File: src/rtl/audio_pkg.sv
// Shared audio types and helpers for the PCM monitor path.
//   PCM_W / MAG_W : sample and magnitude widths
//   pcm_t / mag_t : signed PCM sample, unsigned magnitude
//   pcm_abs()     : saturating absolute value (-32768 maps to 32767)
package audio_pkg;

    localparam int PCM_W = 16;
    localparam int MAG_W = 15;

    typedef logic signed [PCM_W-1:0] pcm_t;
    typedef logic        [MAG_W-1:0] mag_t;

    function automatic mag_t pcm_abs(input pcm_t x);
        logic [PCM_W-1:0] neg;
        neg = -x;
        if (x == pcm_t'({1'b1, {(PCM_W-1){1'b0}}}))
            return '1;
        else if (x[PCM_W-1])
            return neg[MAG_W-1:0];
        else
            return x[MAG_W-1:0];
    endfunction

endpackage

File: src/rtl/pcm_level_meter_if.sv
// PCM sample stream: one-cycle strobe per sample, no backpressure.
//   tdata_pcm  : signed PCM sample
//   tvalid_pcm : sample strobe
//   master drives the stream, slave consumes it.
interface pcm_level_meter_if;
    import audio_pkg::*;

    pcm_t tdata_pcm;
    logic tvalid_pcm;

    modport master (output tdata_pcm, output tvalid_pcm);
    modport slave  (input  tdata_pcm, input  tvalid_pcm);

endinterface

File: src/rtl/pcm_log2_bin.sv
// Combinational MSB priority encoder for the bar graph.
//   x   : magnitude
//   bin : 0 when x==0, otherwise index of the MSB plus one (0..15)
module pcm_log2_bin
    import audio_pkg::*;
(
    input  mag_t       x,
    output logic [3:0] bin
);

    always_comb begin
        bin = '0;
        for (int i = 0; i < MAG_W; i++) begin
            if (x[i]) bin = 4'(i + 1);
        end
    end

endmodule

File: src/rtl/pcm_level_meter.sv
// PCM level meter: fast-attack/slow-decay envelope, held peak, log2 bar
// graph with peak dot and a clip indicator. Pure monitor, no backpressure.
//   clk      : system clock
//   arstn    : asynchronous active-low reset
//   pcm      : sample stream (slave side)
//   level    : current envelope magnitude (valid two cycles after a sample)
//   led      : bar graph plus peak dot (valid three cycles after a sample)
//   clip_led : lit while the clip hold counter is running
module pcm_level_meter
    import audio_pkg::*;
#(
    parameter int LEDS         = 16,
    parameter int DECAY_EVERY  = 64,
    parameter int DECAY_SHIFT  = 3,
    parameter int HOLD_SAMPLES = 4096,
    parameter int CLIP_THRESH  = 32000,
    parameter int CLIP_HOLD    = 8192
) (
    input  logic                 clk,
    input  logic                 arstn,
    pcm_level_meter_if.slave     pcm,
    output logic [MAG_W-1:0]     level,
    output logic [LEDS-1:0]      led,
    output logic                 clip_led
);

    localparam int DW = $clog2(DECAY_EVERY);
    localparam int HW = $clog2(HOLD_SAMPLES);
    localparam int CW = $clog2(CLIP_HOLD);

    // stage 1
    mag_t mag;
    logic v1;

    // stage 2 state
    mag_t          env;
    mag_t          peak;
    logic [DW-1:0] decay_cnt;
    logic [HW-1:0] hold_cnt;
    logic [CW-1:0] clip_cnt;

    mag_t          env_nxt;
    mag_t          peak_nxt;
    mag_t          step;
    logic [DW-1:0] decay_cnt_nxt;
    logic [HW-1:0] hold_cnt_nxt;
    logic [CW-1:0] clip_cnt_nxt;

    logic [3:0]      bin_env;
    logic [3:0]      bin_peak;
    logic [LEDS-1:0] led_nxt;

    always_ff @(posedge clk or negedge arstn) begin
        if (!arstn) begin
            mag <= '0;
            v1  <= 1'b0;
        end else begin
            v1 <= pcm.tvalid_pcm;
            if (pcm.tvalid_pcm) mag <= pcm_abs(pcm.tdata_pcm);
        end
    end

    always_comb begin
        env_nxt       = env;
        peak_nxt      = peak;
        decay_cnt_nxt = decay_cnt;
        hold_cnt_nxt  = hold_cnt;
        clip_cnt_nxt  = clip_cnt;
        // Small envelopes would otherwise shift to a zero step and stall.
        step = env >> DECAY_SHIFT;
        if (step == '0 && env != '0) step = mag_t'(1);

        if (v1) begin
            if (mag > env) begin
                env_nxt       = mag;
                decay_cnt_nxt = '0;
            end else if (decay_cnt == DW'(DECAY_EVERY - 1)) begin
                env_nxt       = env - step;
                decay_cnt_nxt = '0;
            end else begin
                decay_cnt_nxt = decay_cnt + 1'b1;
            end

            // Fall-back uses the envelope as it stood before this sample.
            if (mag >= peak) begin
                peak_nxt     = mag;
                hold_cnt_nxt = '0;
            end else if (hold_cnt == HW'(HOLD_SAMPLES - 1)) begin
                peak_nxt = env;
            end else begin
                hold_cnt_nxt = hold_cnt + 1'b1;
            end

            if (32'(mag) >= CLIP_THRESH)
                clip_cnt_nxt = CW'(CLIP_HOLD - 1);
            else if (clip_cnt != '0)
                clip_cnt_nxt = clip_cnt - 1'b1;
        end
    end

    always_ff @(posedge clk or negedge arstn) begin
        if (!arstn) begin
            env       <= '0;
            peak      <= '0;
            decay_cnt <= '0;
            hold_cnt  <= '0;
            clip_cnt  <= '0;
        end else begin
            env       <= env_nxt;
            peak      <= peak_nxt;
            decay_cnt <= decay_cnt_nxt;
            hold_cnt  <= hold_cnt_nxt;
            clip_cnt  <= clip_cnt_nxt;
        end
    end

    assign level = env;

    pcm_log2_bin u_bin_env  (.x(env),  .bin(bin_env));
    pcm_log2_bin u_bin_peak (.x(peak), .bin(bin_peak));

    always_comb begin
        led_nxt = '0;
        for (int i = 0; i < LEDS; i++) begin
            led_nxt[i] = (5'(i) < {1'b0, bin_env}) ||
                         (bin_peak != '0 && {1'b0, bin_peak} == 5'(i + 1));
        end
    end

    // State only moves on samples, so refreshing every cycle still holds
    // the outputs steady between samples.
    always_ff @(posedge clk or negedge arstn) begin
        if (!arstn) begin
            led      <= '0;
            clip_led <= 1'b0;
        end else begin
            led      <= led_nxt;
            clip_led <= (clip_cnt != '0);
        end
    end

endmodule

File: src/flat_wrapper.sv
// flat-port wrapper written by rule: the top's interface ports become plain ports
module pcm_level_meter_flat import audio_pkg::*;
#(
    parameter int LEDS         = 16,
    parameter int DECAY_EVERY  = 64,
    parameter int DECAY_SHIFT  = 3,
    parameter int HOLD_SAMPLES = 4096,
    parameter int CLIP_THRESH  = 32000,
    parameter int CLIP_HOLD    = 8192
)
  (clk, arstn, level, led, clip_led, pcm_tdata_pcm, pcm_tvalid_pcm);
  pcm_level_meter_if pcm_i ();
  input  logic clk;
  input  logic arstn;
  output logic [MAG_W-1:0] level;
  output logic [LEDS-1:0] led;
  output logic clip_led;
  input wire logic [$bits(pcm_i.tdata_pcm)-1:0] pcm_tdata_pcm;
  input wire logic [$bits(pcm_i.tvalid_pcm)-1:0] pcm_tvalid_pcm;
  assign pcm_i.tdata_pcm = pcm_tdata_pcm;
  assign pcm_i.tvalid_pcm = pcm_tvalid_pcm;
  pcm_level_meter #(.LEDS(LEDS), .DECAY_EVERY(DECAY_EVERY), .DECAY_SHIFT(DECAY_SHIFT), .HOLD_SAMPLES(HOLD_SAMPLES), .CLIP_THRESH(CLIP_THRESH), .CLIP_HOLD(CLIP_HOLD)) u_core (.clk(clk), .arstn(arstn), .pcm(pcm_i), .level(level), .led(led), .clip_led(clip_led));
endmodule
File: config.mk
export PLATFORM = sky130hd
export DESIGN_NAME = pcm_level_meter_flat
export DESIGN_NICKNAME = d
export VERILOG_FILES = /design/src/rtl/audio_pkg.sv /design/src/rtl/pcm_level_meter_if.sv /design/src/rtl/pcm_log2_bin.sv /design/src/rtl/pcm_level_meter.sv /design/src/flat_wrapper.sv
export SDC_FILE = /design/constraint.sdc
export NUM_CORES = 1
export LEC_CHECK = 0
export ABC_CLOCK_PERIOD_IN_PS = 3750
export CAP_MARGIN = 20
export CORE_ASPECT_RATIO = 0.9
export CORE_UTILIZATION = 53
export DETAILED_ROUTE_END_ITERATION = 7
export PLACE_DENSITY = 0.82
export SYNTH_ARGS = -nofsm -noshare
export SYNTH_HDL_FRONTEND = slang
export SYNTH_SLANG_ARGS = --single-unit
File: constraint.sdc
create_clock -name clk -period 3.75 [get_ports clk]
set_clock_uncertainty 0.05 [all_clocks]
set_input_delay 0.75 -clock clk [delete_from_list [all_inputs] [get_ports clk]]
set_output_delay 0.75 -clock clk [all_outputs]
set_load 0.01 [all_outputs]
# Yosys cells after proc, flatten, opt, wreduce, memory -nomap -nowiden
# Cells that the tools add are included.
[classes]
add_sub_neg = 5
n_lt_le_gt_ge = 18
eq_ne = 19
mux = 43
n_reduce_logical = 42
[ops]
columns = ["cell", "count"]
rows = [
  ["$mux W4", 28],
  ["$mux W15", 6],
  ["$mux W12", 3],
  ["$eq A4 B4 Y1 const B", 8],
  ["$lt A4 B4 Y1 const A", 7],
  ["$mux W13", 2],
  ["$eq A16 B16 Y1 const B", 1],
  ["$eq A4 B3 Y1 const B", 4],
  ["$logic_and A1 B1 Y1", 16],
  ["$lt A3 B4 Y1 const A", 4],
  ["$ge A15 B15 Y1", 1],
  ["$ge A15 B15 Y1 const B", 1],
  ["$gt A15 B15 Y1", 1],
  ["$logic_not A15 Y1", 1],
  ["$logic_or A1 B1 Y1", 15],
  ["$neg A15 Y15", 1],
  ["$reduce_bool A15 Y1", 1],
  ["$sub A15 B12 Y15", 1],
  ["$reduce_bool A13 Y1", 1],
  ["$sub A13 B1 Y13 const B", 1],
  ["$add A12 B1 Y12 const B", 1],
  ["$eq A12 B12 Y1 const B", 1],
  ["$mux W6", 2],
  ["$eq A4 B2 Y1 const B", 2],
  ["other kinds (10)", 18],
]
[totals]
ff_bits = 93
in_bits = 19
output_inout_bits = 32
word_cells = 136

# Longest topological paths before layout
[logic_depth]
ltp_word = 18
mapped_depth = 15
mapped_depth_nobuf = 14

# Cells and area by module
# A second synthesis with hierarchy kept.
[hier_totals]
hier_cells = 744
area_unflattened_um2 = 6391.1
[by_module_without_submodules]
columns = ["mod", "n_inst", "cells_per_inst", "area_each_um2", "seq_area_each_um2"]
rows = [
  ["pcm_level_meter", 1, 694, 6108.4, 2327.2],
  ["pcm_log2_bin", 2, 25, 141.4, 0.0],
]

# Worst setup path after synthesis
# OpenSTA, ideal clock, no wires.
[synth_path]
path_kind = "register -> register"
startpoint = "register u_core.env[13], in the netlist u_core.level[13]"
endpoint = "register u_core.env[8], in the netlist u_core.level[8]"
setup_ns = 0.083
arrival_time_ns = 3.701
required_ns = 3.617
path_slack_ns = -0.084
path_stages_with_launch = 16
cell_sequence = "dfrtp_1 > clkbuf_1 > or4_1 > or3_1 > nor3_2 > nand2_1 > o21ai_1 > ha_1 > inv_1 > fa_1 > a211oi_1 > o21bai_1 > a2111oi_0 > nor3_1 > xnor2_1 > o21ai_0"
[synth_via]
elab_chain_cells = 6
elab_cells_between_ends = 10
[synth_rtl]
columns = ["item", "line_no", "rtl"]
rows = [
  ["start, declared", "pcm_level_meter.sv:36", "mag_t env;"],
  ["start signal, assigned", "pcm_level_meter.sv:109", "env <= env_nxt;"],
  ["$logic_not A15 Y1 or $reduce_bool A15 Y1 (tied branches)", "pcm_level_meter.sv:71", "if (step == '0 && env != '0) step = mag_t'(1);"],
  ["$logic_and A1 B1 Y1", "pcm_level_meter.sv:71", ""],
  ["$mux W12", "pcm_level_meter.sv:71", ""],
  ["$sub A15 B12 Y15", "pcm_level_meter.sv:78", "env_nxt = env - step;"],
  ["$mux W15", "pcm_level_meter.sv:77", "end else if (decay_cnt == DW'(DECAY_EVERY - 1)) begin"],
  ["$mux W15", "pcm_level_meter.sv:74", "if (mag > env) begin"],
]
# Several ways; a longest one is shown, not always the timed one. The select of a mux whose other input is x is not followed.
# A chain may end at the register's enable or synchronous reset.

# Worst setup path in the final report
# Same ends and word-level chain as after synthesis.

==> flow_metrics.tcl <==
set metrics [dict create \
    htree_num_levels 3 \
    grt_max_degree 59 \
    layout_common_cells "dfrtp_1, nand2_1, inv_1, nor2_1, clkdlybuf4s50_1" \
    core_region_area_um2 11040 \
    cts_root_buffer "clkbuf_16" \
    gp_congestion 0.8850 \
    drc_errors 0 \
    register_area_um2 2328 \
    grt_pass1_vias 5590 \
    start_util_pct 55.70 \
    r2r_setup_slack_ps 50 \
    hpwl_um 11940 \
    synth-edff-count 0 \
    drtAntennaViolNets 0 \
    slew_violations 0 \
    drtPass1Iterations 5 \
    synth-async-reset-ratio_pct 100.0 \
    fmax_mhz 270.4 \
    pin_count 51 \
    ir_worst_vdd_mv 0.3654 \
    netlist_area_um2 6147 \
    required_ps 3970 \
    hold_class "in2async" \
    ctsLongestPathBuffers 2 \
    dr_total_vias 5839 \
    setup_violations 0 \
    drt_wl_total_um 16460 \
    fin_setup_tns_ps 0 \
    drt_iter0_drc 523 \
    power_density_nw_per_um2 808.4 \
    cts_tree "done" \
    cpPeakStageDelay_ps 540 \
    cp-end-kind "register" \
    final_common_cell "dfrtp_1" \
    endpoint "u_core.level[8]$_DFFE_PN0P_" \
    drive_gt1_share_pct 9.699 \
    antenna_found_initial 0 \
    crit_fanout 3 \
    layout_min_cycle_time_ps 3698 \
    clkTransAtPathRegs_ps 70 \
    maxCapViolCount 0 \
    worst_slew_pin_slew_ps 734.1 \
    finalCritPeriodShare_pct 98.62 \
    rsz0062_at_grt "true" \
    wl_per_cell_um 17.99 \
    io_buffer_count 49 \
    r2r-end "u_core.level[8]$_DFFE_PN0P_" \
    reg2reg_from "u_core.level[13]$_DFFE_PN0P_" \
    hold_viol 0 \
    r2r_cells 14 \
    final.fill_count 890 \
    synthCells 700 \
    syn_nets 766 \
    die_area_um2 12030 \
    worstSetupStartpointType "register" \
    track_usage_pct 28.56 \
    diodes 0 \
    synthToLayoutAreaGrowth_pct 18.64 \
    cts_buffers 9 \
    crit_chain "or4_4 > or3_4 > nor3_4 > nand2_2 > o21ai_2 > ha_2 > inv_2 > fa_2 > a211oi_4 > o21bai_1 > a2111oi_2 > nor3_1 > xnor2_1 > o21ai_0" \
    die_y_um 104.2 \
    nets 824 \
    vias_per_cell 6.381 \
    synthDistinctLibCells 72 \
    core.rowCount 36 \
    die_w_um 115.5 \
    grt_first_pass_wirelength_um 27060 \
    crit_arrival_ps 3910 \
    grt_overflow 0 \
    synth_flop_cell "dfrtp_1" \
    ys_seq_area_share_pct 37.86 \
    avgSynthCellArea_um2 8.782 \
    setup.worst_path.start "u_core.level[13]$_DFFE_PN0P_" \
    yosysWarnings 0 \
    hold-worst-slack_ps 416.4 \
    cts.sinks 93 \
    total_power_mw 5.896 \
    cpMaxStageDelayCell "or4_4" \
    relSlewSlack_pct 51.06 \
    power_leakage_nw 3.081 \
    multi_input_area_um2 3555 \
    ys_seq_elements 93 \
    outcome "complete, no violations" \
    path_class "reg2reg" \
    insertion_delay_ps 350 \
]
[area by class of cell]
class                      count  area share (%)
sequential                    93           31.93
inverter                      55           2.831
clock inverter                 6           1.287
clock buffer                  10           3.139
multi-input combinational    523           48.74
tap                          152           2.608
timing repair buffer          76           9.470
[logic make-up after synthesis]
family | share of synthesized area [%]
adder cells (fa/ha/maj) | 9.689
other | 0.06100
XOR/XNOR | 4.417
buffers and inverters | 5.313
AO/OA/AOI/OAI | 21.56
AND/OR/NAND/NOR | 20.39
multiplexers | 0.7124
flip-flops | 37.86
[power breakdown]
part	switching (mW)	internal [mW]
Combinational	1.89	1.39
Clock	0.405	0.591
Sequential	0.315	1.30
Total	2.61	3.28
[layer usage]
layer | vias up | share of wire, % | global-route usage (%)
li1 | 2693 | - | -
met1 | 2835 | 42 | 36.91
met2 | 271 | 48 | 46.83
met3 | 40 | 6.9 | 5.361
met4 | 0 | 2.7 | 11.32
met5 | - | 0 | 0
[cell usage after synthesis, drive strengths merged (3+ instances only)]
cell     number  share of area [%]
o2bb2ai       4               0.57
inv          55                3.4
o31ai        10                1.2
a21oi        48                3.9
or2           8               0.81
and3          6               0.61
dfrtp        93                 38
o21a          6               0.73
nand3b        3               0.37
a31oi         6               0.61
xnor2        13                1.9
o211ai        6               0.81
nor4b         4               0.57
nand3        41                3.3
mux2          3               0.55
o21ai        35                2.9
and2          5               0.51
o311ai        6                1.1
nand2        62                3.8
a32oi         3               0.43
nand2b        7               0.71
a22o          3               0.43
buf           5               0.49
or3           8               0.81
a21o         14                1.7
and4          4               0.57
xor2         18                2.6
nor4          8               0.81
ha           46                9.4
nor3         19                1.7
o221ai       20                2.8
a211oi        4               0.49
clkbuf       24                1.5
nor2b         3               0.31
nand4         9               0.92
or4           7               0.98
nor2         54                3.3
[what timing repair did]
item	in CTS	in global routing
pin swaps	2	6
hold buffers	0	0
resized for setup	2	11
hold endpoints to repair	0	0
setup buffers	2	5
setup endpoints to repair	2	4
cloned	0	0
[through the flow]
stage	cell area, um^2	instances	utilization (%)	setup slack, ps
final	7293	915	66.09	51.59
after global routing	7293	915	66.09	-59.98
after CTS	7209	910	65.33	1.589
after floorplan	6153	700	-	13.25
after global placement	6860	891	62.17	90.18
after detailed placement	6868	892	62.23	-59.35
[state kept, by name, indices dropped and copies added, names as in the netlist, 6 cells and up]
register          count
u_core.led           15
u_core.level         15
u_core.mag           15
u_core.peak          15
u_core.clip_cnt      13
u_core.hold_cnt      12
u_core.decay_cnt      6
[how the worst min path moves through the flow]
stage	from	to	slack, ps	cells past startpoint
after detailed placement	u_core.decay_cnt[1]$_DFFE_PN0P_	u_core.decay_cnt[1]$_DFFE_PN0P_	460	1
after CTS	arstn	u_core.led[11]$_DFF_PN0_	440	1
after floorplan	arstn	u_core.clip_cnt[0]$_DFFE_PN0P_	400	0
after global routing	arstn	u_core.clip_cnt[2]$_DFFE_PN0P_	480	1
final	arstn	u_core.led[11]$_DFF_PN0_	420	1
after global placement	u_core.decay_cnt[1]$_DFFE_PN0P_	u_core.decay_cnt[1]$_DFFE_PN0P_	450	1
[worst max-delay path: cells and delay by family (launching register included)]
family                   cells  cell delay (ps)
buffers and inverters        1               40
XOR/XNOR                     1              130
adder cells (fa/ha/maj)      2              600
flip-flops                   1              380
AND/OR/NAND/NOR              5             1340
AO/OA/AOI/OAI                5             1080
Note: power is estimated with default switching activity, not from simulation.
